<file path="src/rtl/btn_sw_input_pkg.sv">
// Shared register offsets, default timing parameters and a small popcount helper
// for the switch/button input peripheral.
package btn_sw_input_pkg;

  localparam logic [11:0] OFF_SW   = 12'h000;
  localparam logic [11:0] OFF_BTN  = 12'h004;
  localparam logic [11:0] OFF_FLAG = 12'h008;
  localparam logic [11:0] OFF_PCNT = 12'h00C;

  localparam int DEF_TICK_DIV     = 50000;
  localparam int DEF_STABLE_TICKS = 4;

  function automatic logic [2:0] popcount5(input logic [4:0] v);
    logic [2:0] n;
    n = '0;
    for (int i = 0; i < 5; i++) n = n + {2'b00, v[i]};
    return n;
  endfunction

endpackage

</file>
<file path="src/rtl/btn_sw_input_debounce_bit.sv">
// Single-bit debouncer: a new level is accepted only after STABLE_TICKS
// consecutive sample ticks that all differ from the current debounced level.
module debounce_bit
  import btn_sw_input_pkg::*;
#(
  parameter int STABLE_TICKS = DEF_STABLE_TICKS
) (
  input  logic clk,
  input  logic rst,
  input  logic tick,
  input  logic din_sync,
  output logic dout
);

  logic [3:0] cnt_q, cnt_d;
  logic       dout_q, dout_d;

  // Any sample matching the held level restarts qualification from zero.
  always_comb begin
    cnt_d  = cnt_q;
    dout_d = dout_q;
    if (tick) begin
      if (din_sync == dout_q) begin
        cnt_d = '0;
      end else if (cnt_q == 4'(STABLE_TICKS - 1)) begin
        dout_d = din_sync;
        cnt_d  = '0;
      end else begin
        cnt_d = cnt_q + 4'd1;
      end
    end
  end

  always_ff @(posedge clk or posedge rst) begin
    if (rst) begin
      cnt_q  <= '0;
      dout_q <= 1'b0;
    end else begin
      cnt_q  <= cnt_d;
      dout_q <= dout_d;
    end
  end

  assign dout = dout_q;

endmodule

</file>
<file path="src/rtl/btn_sw_input.sv">
// Memory-mapped switch/button input peripheral: synchronise, debounce, latch
// sticky press flags, count presses and expose everything on the bridge read port.
module btn_sw_input
  import btn_sw_input_pkg::*;
#(
  parameter int TICK_DIV     = DEF_TICK_DIV,
  parameter int STABLE_TICKS = DEF_STABLE_TICKS,
  parameter int PCNT_W       = 16
) (
  input  logic        clk,
  input  logic        rst,
  input  logic [11:0] addr,
  input  logic [3:0]  we,
  input  logic [31:0] wdata,
  output logic [31:0] rdata,
  input  logic [23:0] sw,
  input  logic [4:0]  button,
  output logic        press_irq
);

  localparam int NB = 29;
  localparam int PW = $clog2(TICK_DIV);

  localparam logic [9:0] W_SW   = OFF_SW[11:2];
  localparam logic [9:0] W_BTN  = OFF_BTN[11:2];
  localparam logic [9:0] W_FLAG = OFF_FLAG[11:2];
  localparam logic [9:0] W_PCNT = OFF_PCNT[11:2];

  logic [NB-1:0]     sync1_q, sync2_q, deb;
  logic [PW-1:0]     presc_q, presc_d;
  logic              tick;
  logic [4:0]        btn_prev_q, press_evt;
  logic [4:0]        flags_q, flags_d, flag_clr;
  logic [PCNT_W-1:0] pcnt_q, pcnt_d;
  logic [9:0]        word;
  logic              pcnt_clr;
  logic              unused_bits;

  assign unused_bits = ^{addr[1:0], wdata[31:5]};
  assign word        = addr[11:2];

  assign tick    = (presc_q == PW'(TICK_DIV - 1));
  assign presc_d = tick ? '0 : presc_q + PW'(1);

  for (genvar g = 0; g < NB; g++) begin : g_deb
    debounce_bit #(.STABLE_TICKS(STABLE_TICKS)) u_deb (
      .clk      (clk),
      .rst      (rst),
      .tick     (tick),
      .din_sync (sync2_q[g]),
      .dout     (deb[g])
    );
  end

  assign press_evt = deb[28:24] & ~btn_prev_q;

  // Set has priority over a simultaneous write-1-to-clear.
  assign flag_clr = (we[0] && word == W_FLAG) ? wdata[4:0] : 5'b0;
  assign flags_d  = (flags_q & ~flag_clr) | press_evt;

  assign pcnt_clr = (|we) && (word == W_PCNT);
  assign pcnt_d   = (pcnt_clr ? '0 : pcnt_q) + PCNT_W'(popcount5(press_evt));

  always_ff @(posedge clk or posedge rst) begin
    if (rst) begin
      sync1_q    <= '0;
      sync2_q    <= '0;
      presc_q    <= '0;
      btn_prev_q <= '0;
      flags_q    <= '0;
      pcnt_q     <= '0;
    end else begin
      sync1_q    <= {button, sw};
      sync2_q    <= sync1_q;
      presc_q    <= presc_d;
      btn_prev_q <= deb[28:24];
      flags_q    <= flags_d;
      pcnt_q     <= pcnt_d;
    end
  end

  always_comb begin
    rdata = '0;
    case (word)
      W_SW:    rdata = {8'b0, deb[23:0]};
      W_BTN:   rdata = {27'b0, deb[28:24]};
      W_FLAG:  rdata = {27'b0, flags_q};
      W_PCNT:  rdata = 32'(pcnt_q);
      default: rdata = '0;
    endcase
  end

  assign press_irq = |flags_q;

endmodule

</file>
<file path="config.mk">
export PLATFORM = sky130hd
export DESIGN_NAME = btn_sw_input
export DESIGN_NICKNAME = d
export VERILOG_FILES = /design/src/rtl/btn_sw_input_pkg.sv /design/src/rtl/btn_sw_input_debounce_bit.sv /design/src/rtl/btn_sw_input.sv
export SDC_FILE = /design/constraint.sdc
export NUM_CORES = 1
export LEC_CHECK = 0
export BUFFER_PORTS_ARGS = -buffer_cell sky130_fd_sc_hd__buf_2
export CAP_MARGIN = 5
export CORE_UTILIZATION = 56
export CTS_CLUSTER_SIZE = 25
export DETAILED_ROUTE_END_ITERATION = 6
export PLACE_DENSITY = 0.77
export SKIP_CTS_REPAIR_TIMING = 1
export SLEW_MARGIN = 0
export SYNTH_ARGS = -nofsm -noshare
export SYNTH_HDL_FRONTEND = slang
export SYNTH_HIERARCHICAL = 1
export SYNTH_SLANG_ARGS = --single-unit
</file>
<file path="constraint.sdc">
create_clock -name clk -period 14.9 [get_ports clk]
set_clock_uncertainty 0.15 [all_clocks]
set_input_delay 1.49 -clock clk [delete_from_list [all_inputs] [get_ports clk]]
set_output_delay 1.49 -clock clk [all_outputs]
set_load 0.01 [all_outputs]
</file>
## Yosys cells after proc, flatten, opt, wreduce, memory -nomap -nowiden

Cells that the tools add are included.
W data, S select, Z words.

| cells by class | value |
|---|---|
| equality and inequality tests | 62 |
| add/sub/neg operators | 35 |
| bitwise gates (word level) | 34 |
| muxes and demuxes | 62 |
| reductions and logical operators | 34 |

Operators with widths:

| operator | number |
|---|---|
| $mux W4 | 58 |
| $add A4 B1 Y4 const B | 29 |
| $eq A4 B2 Y1 const B | 29 |
| $pmux W24 S4 | 1 |
| $reduce_and A3 Y1 | 29 |
| $mux W16 | 2 |
| $eq A1 B1 Y1 | 29 |
| $not A1 Y1 | 29 |
| $eq A10 B2 Y1 const B | 2 |
| $add A16 B1 Y16 const B | 1 |
| $add A16 B3 Y16 | 1 |
| $eq A16 B16 Y1 const B | 1 |
| $and A5 B5 Y5 | 2 |
| $eq A10 B1 Y1 const B | 1 |
| $logic_not A10 Y1 | 1 |
| $not A5 Y5 | 2 |
| $add A3 B1 Y3 | 2 |
| $mux W5 | 1 |
| $or A5 B5 Y5 | 1 |
| $reduce_or A5 Y1 | 1 |
| $reduce_or A4 Y1 | 1 |
| $add A2 B1 Y3 | 1 |
| $add A1 B1 Y2 | 1 |
| $logic_and A1 B1 Y1 | 2 |

| word-level totals | value |
|---|---|
| output and inout bits | 33 |
| bits of input ports | 79 |
| register bits | 245 |
| word-level logic and storage cells | 291 |

## Logic depth before layout (Yosys ltp)

Gate-level depths: netlist of the first run.

| logic depth | value |
|---|---|
| word-level depth | 7 |
| mapped depth | 11 |
| mapped depth without buffers | 10 |

## Cells and area by module

Netlist of the first run, hierarchy kept.

Modules (own cells, without submodules):

| module | cells an instance | times used | area an instance (µm²) | sequential area each (µm²) |
|---|---|---|---|---|
| debounce_bit | 25 | 29 | 260.2 | 125.1 |
| btn_sw_input | 300 | 1 | 3,927.5 | 2,502.4 |

## Worst setup path after synthesis of the first run

OpenSTA, ideal clock, no wires.

| timing | value |
|---|---|
| path type | reg2reg |
| start point | reg presc_q[11] |
| end point | reg g_deb[0].u_deb.cnt_q[1] |
| clock period less this slack | 13,146 ps |
| arrival | 12,404 ps |
| library setup time | 592 ps |
| cell stages (with the launch flop) | 5 |
| path slack | 1,754 ps |
| path buffers | 0 |
| required time | 14,158 ps |
| path through | dfrtp_1 -> nor4bb_1 -> nand3_1 -> nor3_1 -> o21ai_0 |

| between the ends | value |
|---|---|
| word-level cells in the longest chain between the ends | 1 |

Ends and longest elaborated chain:

| item | line | text |
|---|---|---|
| start, declared | btn_sw_input.sv:30 | `logic [PW-1:0] presc_q, presc_d;` |
| start signal, assigned | btn_sw_input.sv:75 | `presc_q <= presc_d;` |
| $eq A16 B16 Y1 | btn_sw_input.sv:42 | `assign tick = (presc_q == PW'(TICK_DIV - 1));` |
| named net tick | btn_sw_input.sv:31 | `logic tick;` |
| end signal, assigned | btn_sw_input_debounce_bit.sv:39 | `cnt_q <= cnt_d;` |
| end, declared | btn_sw_input_debounce_bit.sv:15 | `logic [3:0] cnt_q, cnt_d;` |

The timed path passes the listed nets, and every way through them passes these cells.
A chain may end at the register's enable or synchronous reset.

## Final worst setup path of the first run

| timing | value |
|---|---|
| start point | in addr[7] |
| end point | out rdata[5] |

| between the ends | value |
|---|---|
| word-level cells in the longest chain between the ends | 2 |
| elaborated cells between the ends (all ways) | 5 |
| classes of those cells | 3 x eq/ne; 1 x mux; 1 x reduce/logical |

Ends and longest elaborated chain:

| item | line | text |
|---|---|---|
| start, declared | btn_sw_input.sv:12 | `input logic [11:0] addr,` |
| $eq A10 B2 Y1, or another cell as far along | btn_sw_input.sv:84 | `case (word)` |
| $pmux W24 S4 * | btn_sw_input.sv:84 |  |
| end, declared | btn_sw_input.sv:15 | `output logic [31:0] rdata,` |

Every way passes the cells marked *; elsewhere a longest branch is shown, timed or not.

==> impl_metrics.toml, run 1 <==
[sta]
rsz0062_at_grt = "no"
fin_ws_ns = 9.43
worst_pin_slew_ns = 1.20
fin_crit_sh_pct = 36.7
holdWs_ns = 0.196
setup_viol = 0
period_needed_ns = 5.47
slew_viol_final = 0
hold_violations = 0
fmax_mhz = 183
tns_ns = 0
slew_headroom_pct = 19.9

[yosys]
synthTopCellsByArea = "dfrtp_1 (53%), inv_1 (4.1%), ha_1 (3.7%)"
async_flop_share_pct = 100
avgSynthCellArea_um2 = 11.2
ys_seq_area_share_pct = 53.4
ys_types = 49
netlist_area_um2 = 11500
synth.top_cell.area_share_pct = 53.4
ys_warn_count = 6
ys_ff_latch = 245
yosys.area.top_type = "dfrtp_1"
synthCells = 1025
synth_edf_count = 0
synth-main-ff-cell = "dfrtp_1"

[floorplanning]
num_rows = 51
core_um2 = 19800
initial_utilization_pct = 58.0
die_w_um = 145
die_y_um = 145
die-area_um2 = 21100
ios = 112

[placed_design]
placed_area_um2 = 12100
routabilityCongestion = 0.811
portBuffers = 74
place_hpwl_mm = 14.2
post-place-ws_ns = 9.44
dpl.cell_count = 1360

[worst_setup_path]
cp-end-kind = "output port"
critical-path-max-stage-delay_ns = 0.89
path_cells = "buf_2 -> or4_4 -> or2_1 -> nor2_1 -> a22o_1 -> buf_2"
crit_type = "input port to output port"
worstSetupStartpointType = "input port"
path_delay_family = "simple AND/OR/NAND/NOR gates"
path_max_fanout = 11
cp_slowest_cell = "nor2_1"
cp.arrival_ns = 3.83
critPathBufInv = 2
critPathRequiredTime_ns = 13.26
ff2ff_setup_slack_ns = 11.49
cpMostUsedCell = "buf_2"

[worst_hold_path]
hp-class = "register to register"

[global_route]
antenna_found_initial = 0
grt_start_max_net_pins = 134
grt_pass1_wl_mm = 37.2
track_usage_pct = 21.2
overflow = 0
grt_pass1_vias = 7859

[clock_network]
clockBufferDepth = 3
cts.sinks = 245
cts_buffers = 26
root_buffer = "clkbuf_16"
cts_tree = "built"
clkLatencyLatePin_ns = 0.52
htreeDepth = 1
clkTransAtPathRegs_ns = 0.06

[power_and_ir_drop]
power_density_nw_per_um2 = 104
power.leakage_uw = 0.00611
peakVddDrop_mv = 0.0837

[cells_and_area]
final_common_cell = "dfrtp_1"
final_cell_mix = "dfrtp_1 (245), inv_1 (124), nand2_1 (75)"
diodes = 0
regArea_um2 = 6130
synthToLayoutAreaGrowth_pct = 13.4
final_cells = 1407
final_area_um2 = 13000
nFillCells = 1498
layout.nets = 1239
multi_input_area_um2 = 4800
drive_gt1_share_pct = 17.1

[flow_run]
max_cap_violations = 0

[route]
wirelength_mm = 21.5
vias = 7734
drc = 0
drtAntennaViolNets = 0
wl_per_cell_um = 15.3
drtIter0Drc = 343
drt_pass1_iterations = 5
vias_per_cell = 5.50

[status]
outcome = "completed"
per-stage QoR:
| stage | total power [µW] | utilization (%) |
|---|---|---|
| after global placement | 721 | 61.3 |
| after CTS | 1380 | 65.8 |
| final | 1360 | 65.8 |
| after floorplan | 708 | - |
| after detailed placement | 721 | 61.3 |
| after global routing | 1410 | 65.8 |
registers in the layout (all words and copies together) (netlist names):
name / cells
btn_prev_q: 5
flags_q: 5
g_deb.u_deb/cnt_q: 116
g_deb.u_deb/dout: 29
pcnt_q: 16
presc_q: 16
sync1_q: 29
sync2_q: 29
synth_stat cells, drive strengths merged, types with 9 or more instances:
library cell / instances
mux2: 30
a21oi: 9
nand3: 66
ha: 34
xor2: 38
or2b: 29
o2bb2ai: 29
nor3b: 29
o31ai: 30
nor2b: 11
nor3: 9
dfrtp: 245
nand4b: 29
buf: 13
a22o: 11
nand2: 75
inv: 125
o21ai: 62
xnor2: 42
o22ai: 29
nor2: 18
cell type report:
type / count / area share, %
timing repair buffer: 78 / 3.08
multi-input combinational: 647 / 36.9
clock inverter: 7 / 0.654
tap: 265 / 2.55
sequential: 245 / 47.1
clock buffer: 40 / 6.10
inverter: 125 / 3.62
routing by layer:
layer | global-route usage, % | routed length, µm
met1 | 28.6 | 9690
met4 | 5.53 | 374
met3 | 3.05 | 917
met5 | 0 | 0
met2 | 36.0 | 10500
power breakdown:
part,switching [µW],internal [µW],total [µW]
combinational,22.7,8.15,30.9
sequential,4.24,674,678
clock,251,399,651
final timing paths:
path,startpoint,end,depth (start not counted)
max,addr[7],rdata[5],6
min,sync1_q[24],sync2_q[24],0
max reg2reg,g_deb[24].u_deb/dout,pcnt_q[14],10
min reg2reg,sync1_q[24],sync2_q[24],0
max in group asynchronous,rst,sync1_q[23],3
min in group asynchronous,rst,g_deb[16].u_deb/cnt_q[1],2
cells by family (layout without fill, tap and decap cells):
family | Yosys count | in the layout | share of synthesized area, %
AOI/OAI and AO/OA | 183 | 183 | 10.6
buffers and inverters | 140 | 250 | 5.00
adders and majority gates | 37 | 37 | 4.23
muxes | 35 | 35 | 3.93
and+or+nand+nor | 304 | 304 | 16.6
other | 1 | 8 | 0.0327
DFF | 245 | 245 | 53.4
xor gates and xnor gates | 80 | 80 | 6.11
Power figures use the tool's default switching activity.
==> inputs of run 2 (changes only) <==
Clock period 14.9 ns to 5.05 ns, I/O delays scaled along.
==> run 2 against run 1 <==
  * Combinational power rose to 3.5 times the previous value
  * Register-to-register slack worse by 9.8 ns
  * Cell area up 3.3%
  * Highest routed layer unchanged
  * Critical endpoint is now rdata[10]
  * Count of clock-buffer cells in the layout down 1
  * Sequential power rose to 2.9 times the previous value
  * Sequential cell count unchanged
  * Largest power group is now the clock network
  * Worst hold slack worse by 0.068 ns
  * Cell count up 2.5%
  * Largest cell class unchanged
  * Total power rose to 3.1 times the previous value
==> impl_metrics.toml, run 2 (synthesis gave the netlist of run 1 again) <==
[cells_and_area]
final_common_cell = "dfrtp_1"
top_register = "g_deb.u_deb/cnt_q"
synthToLayoutAreaGrowth_pct = 17.2
drive_gt1_share_pct = 17.3
largest_reg_flops = 116
final_cell_mix = "dfrtp_1 (245), inv_1 (124), nand2_1 (75)"
layout.nets = 1273
diodes = 0

[worst_setup_path]
crit_type = "input port to output port"
cp-end-kind = "output port"
path_max_fanout = 19
critical-path-max-stage-delay_ns = 0.85
critPathRequiredTime_ns = 4.39
cpMostUsedCell = "buf_2"
worstSetupStartpointType = "input port"
critPathBufInv = 2
r2r-start = "g_deb[24].u_deb/dout"
cp.arrival_ns = 2.84
path_cells = "buf_2 -> or4_4 -> or2_1 -> nor3_4 -> a22o_1 -> buf_2"
startpoint = "addr[7]"
cp_slowest_cell = "nor3_4"
path_delay_family = "simple AND/OR/NAND/NOR gates"

[global_route]
antenna_found_initial = 0
overflow = 0
grt_pass1_vias = 7911
grt_pass1_wl_mm = 37.5
track_usage_pct = 21.3
grt_start_max_net_pins = 81

[floorplanning]
num_rows = 51
core_um2 = 19800
initial_utilization_pct = 58.0
die-area_um2 = 21100
die_w_um = 145
die_y_um = 145
ios = 112

[power_and_ir_drop]
power_density_nw_per_um2 = 311
power.leakage_uw = 0.00634
peakVddDrop_mv = 0.383

[sta]
slew_headroom_pct = 27.1
fmax_mhz = 286
rsz0062_at_grt = "no"
setup_viol = 0
period_needed_ns = 3.49
slew_viol_final = 0
fin_ws_ns = 1.56
holdWs_ns = 0.128
fin_crit_sh_pct = 69.1
worst_pin_slew_ns = 1.09
hold_violations = 0

[route]
wirelength_mm = 22.0
drc = 0
drt_pass1_iterations = 4
vias_per_cell = 5.52
wl_per_cell_um = 15.3
drtIter0Drc = 360
drtAntennaViolNets = 0
vias = 7956

[clock_network]
htreeDepth = 1
cts_buffers = 27
clkLatencyLatePin_ns = 0.52
clkTransAtPathRegs_ns = 0.06
cts_tree = "built"
clockBufferDepth = 3
cts.sinks = 245
root_buffer = "clkbuf_16"

[status]
outcome = "completed"

[worst_hold_path]
hp-class = "input port to async pin"

[flow_run]
max_cap_violations = 0

[placed_design]
place_hpwl_mm = 14.4
routabilityCongestion = 0.821
portBuffers = 74
post-place-ws_ns = 1.13
run 2: final cells by class:
cell class                      instances  area [µm²]
Fill cell                            1436        6330
Sequential cell                       245        6130
Multi-Input combinational cell        647        4810
Clock buffer                           39         811
Timing Repair Buffer                  111         746
Inverter                              125         472
Tap cell                              265         332
Clock inverter                         10         150
run 2: power breakdown:
group          total, µW  switching, µW  internal, µW
Sequential          2000           11.8          1990
Combinational        109           70.0          38.7
Clock               2070            760          1310
Total               4180            842          3340
run 2: metrics by stage:
stage | area (µm²) | cells | total power, µW | util, % | setup TNS, ns
5_1_grt | 13400 | 1442 | 4320 | 68.0 | 0
6_report | 13400 | 1442 | 4180 | 68.0 | 0
3_5_place_dp | 12200 | 1364 | 2130 | 61.7 | 0
3_3_place_gp | 12200 | 1364 | 2130 | 61.7 | 0
2_1_floorplan | 11500 | 1032 | 2090 | - | -50.81
4_1_cts | 13200 | 1413 | 4210 | 66.5 | 0
run 2: path summary, 6_finish.rpt:
kind	endpoint	slack (ns)	depth (start not counted)
setup / recovery	rdata[10]	1.56	6
hold / removal	g_deb[21].u_deb/cnt_q[0]	0.13	2
setup reg to reg	pcnt_q[14]	1.67	10
hold reg to reg	sync2_q[27]	0.20	0
max in group asynchronous	pcnt_q[3]	3.33	3
min in group clk	flags_q[0]	0.14	3
run 2: per-layer routing:
| layer | track usage (%) | wire length, µm |
|---|---|---|
| met1 | 28.8 | 10000 |
| met4 | 4.84 | 405 |
| met5 | 0 | 0 |
| met3 | 2.70 | 708 |
| met2 | 36.7 | 10900 |
run 2: worst register-to-register path: stages, from the launching register on:
cell and delay, ns:
dfrtp_1 0.44, nand2b_1 0.13, fa_1 0.55, inv_1 0.07, fa_1 0.54, ha_1 0.18
fa_1 0.24, a21oi_1 0.16, nor2_1 0.11, or4b_2 0.58, a21oi_1 0.15
==> inputs of run 3 (changes only) <==
Settings changed: CORE_UTILIZATION 56 to 54, PLACE_DENSITY 0.77 to 0.78.
Clock period 5.05 ns to 3.1 ns, I/O delays scaled along.
==> run 3 against run 2 <==
  * Sequential cell count is the same
  * Die area grew 3.6%
  * Clock power grew 54%
  * Total power grew 59%
  * Critical endpoint is now pcnt_q[14]
==> impl_metrics.toml, run 3 (synthesis gave the netlist of run 1 again) <==
[route]
vias = 8034
drc = 0
wirelength_mm = 22.4
drt_pass1_iterations = 5
drtAntennaViolNets = 0
wl_per_cell_um = 15.2
vias_per_cell = 5.47
drtIter0Drc = 387

[global_route]
grt_start_max_net_pins = 73
track_usage_pct = 21.1
use_met2_pct = 35.0
met3_usage_pct = 2.93
antenna_found_initial = 1
top_usage_layer = "met2"
overflow = 0
grt_pass1_wl_mm = 37.8
use_met1_pct = 28.7
grt_pass1_vias = 8105

[power_and_ir_drop]
peakVddDrop_mv = 0.409
p_sw_uw = 1370
p_int_uw = 5260
power_density_nw_per_um2 = 483
combPwrFrac_pct = 2.8
power.total_uw = 6630
switching_share_pct = 20.7
p_seq_share_pct = 49.1
clock_power_share_pct = 48.0
power.leakage_uw = 0.00642

[sta]
worst_pin_slew_ns = 0.882
holdWs_ns = 0.137
fin_crit_sh_pct = 97.6
hold_violations = 0
period_needed_ns = 3.03
slew_viol_final = 0
setup_viol = 0
slew_headroom_pct = 40.7
rsz0062_at_grt = "yes"
tns_ns = 0
fmax_mhz = 331

[worst_setup_path]
path_max_fanout = 5
critical-path-max-stage-delay_ns = 0.55
worstSetupStartpointType = "register"
path_delay_family = "adder cells"
cp_slowest_cell = "fa_1"
critPathBufInv = 1
cp-end-kind = "register"
crit_type = "register to register"
cpMostUsedCell = "fa_2"
path_cells = "nand2b_4 -> fa_1 -> inv_1 -> fa_2 -> ha_4 -> fa_2 -> a21oi_4 -> nor2_2 -> or4b_4 -> a21oi_2"
cp.arrival_ns = 3.32
critPathRequiredTime_ns = 3.39

[floorplanning]
die-area_um2 = 21800
die_w_um = 148
num_rows = 52
ios = 112
die_y_um = 148
core_um2 = 20600
initial_utilization_pct = 55.8

[cells_and_area]
drive_gt1_share_pct = 19.4
diodes = 0
final_area_um2 = 13700
regArea_um2 = 6130
final_cell_mix = "dfrtp_1 (245), inv_1 (124), nand2_1 (75)"
final_common_cell = "dfrtp_1"
top_register = "g_deb.u_deb/cnt_q"
layout.nets = 1297
largest_reg_flops = 116
multi_input_area_um2 = 4920
nFillCells = 1526
synthToLayoutAreaGrowth_pct = 19.7
final_cells = 1469

[placed_design]
placed_area_um2 = 12500
dpl.cell_count = 1386
routabilityCongestion = 0.824
place_hpwl_mm = 14.9
portBuffers = 74

[clock_network]
htreeDepth = 1
root_buffer = "clkbuf_16"
cts_buffers = 27
clkLatencyLatePin_ns = 0.52
clkTransAtPathRegs_ns = 0.06
cts_tree = "built"
clockBufferDepth = 3
cts.sinks = 245

[worst_hold_path]
hp-class = "input port to register"

[flow_run]
max_cap_violations = 0

[status]
outcome = "completed"
==> run 3: power by group through the flow <==
stage          sequential, µW  combinational, µW  clock, µW
2_1_floorplan            3310               93.7          0
3_3_place_gp             3310                157          0
3_5_place_dp             3310                157          0
4_1_cts                  3260                159       3270
5_1_grt                  3260                214       3400
6_report                 3260                188       3180
==> run 3: layer usage <==
metal  up-vias  routed length [µm]
met5         -                   0
met4         0                 620
met3        43                 787
met2       134               10800
met1      3977               10200
li1       3880                   -
==> run 3: cell type report <==
class / instances / area share [%]
clock inverter: 9 / 0.756
multi-input combinational: 647 / 35.9
timing repair buffer: 135 / 7.03
clock buffer: 38 / 5.80
tap: 270 / 2.46
sequential: 245 / 44.7
inverter: 125 / 3.44
==> run 3: final timing paths <==
kind / cells past startpoint / slack [ns] / startpoint / endpoint
min: 5 / 0.14 / we[0] / flags_q[4]
max reg2reg: 10 / 0.07 / btn_prev_q[0] / pcnt_q[14]
max: 10 / 0.07 / btn_prev_q[0] / pcnt_q[14]
max in group asynchronous: 4 / 1.40 / rst / sync1_q[24]
min in group asynchronous: 3 / 0.49 / rst / g_deb[16].u_deb/cnt_q[0]
min reg2reg: 0 / 0.20 / sync1_q[0] / sync2_q[0]
==> run 3: through the flow <==
step | utilization [%] | worst slack [ns]
after global routing | 66.8 | -0.0193
after CTS | 64.9 | -0.00587
after detailed placement | 60.6 | -0.352
final | 66.8 | 0.0746
after floorplan | - | -2.37
after global placement | 60.6 | -0.287
==> run 3: worst min-delay path: stages <==
cell,delay [ns]
buf_2,0.10
nand2_1,0.05
nor4_1,0.09
nand2_1,0.10
a21o_1,0.10
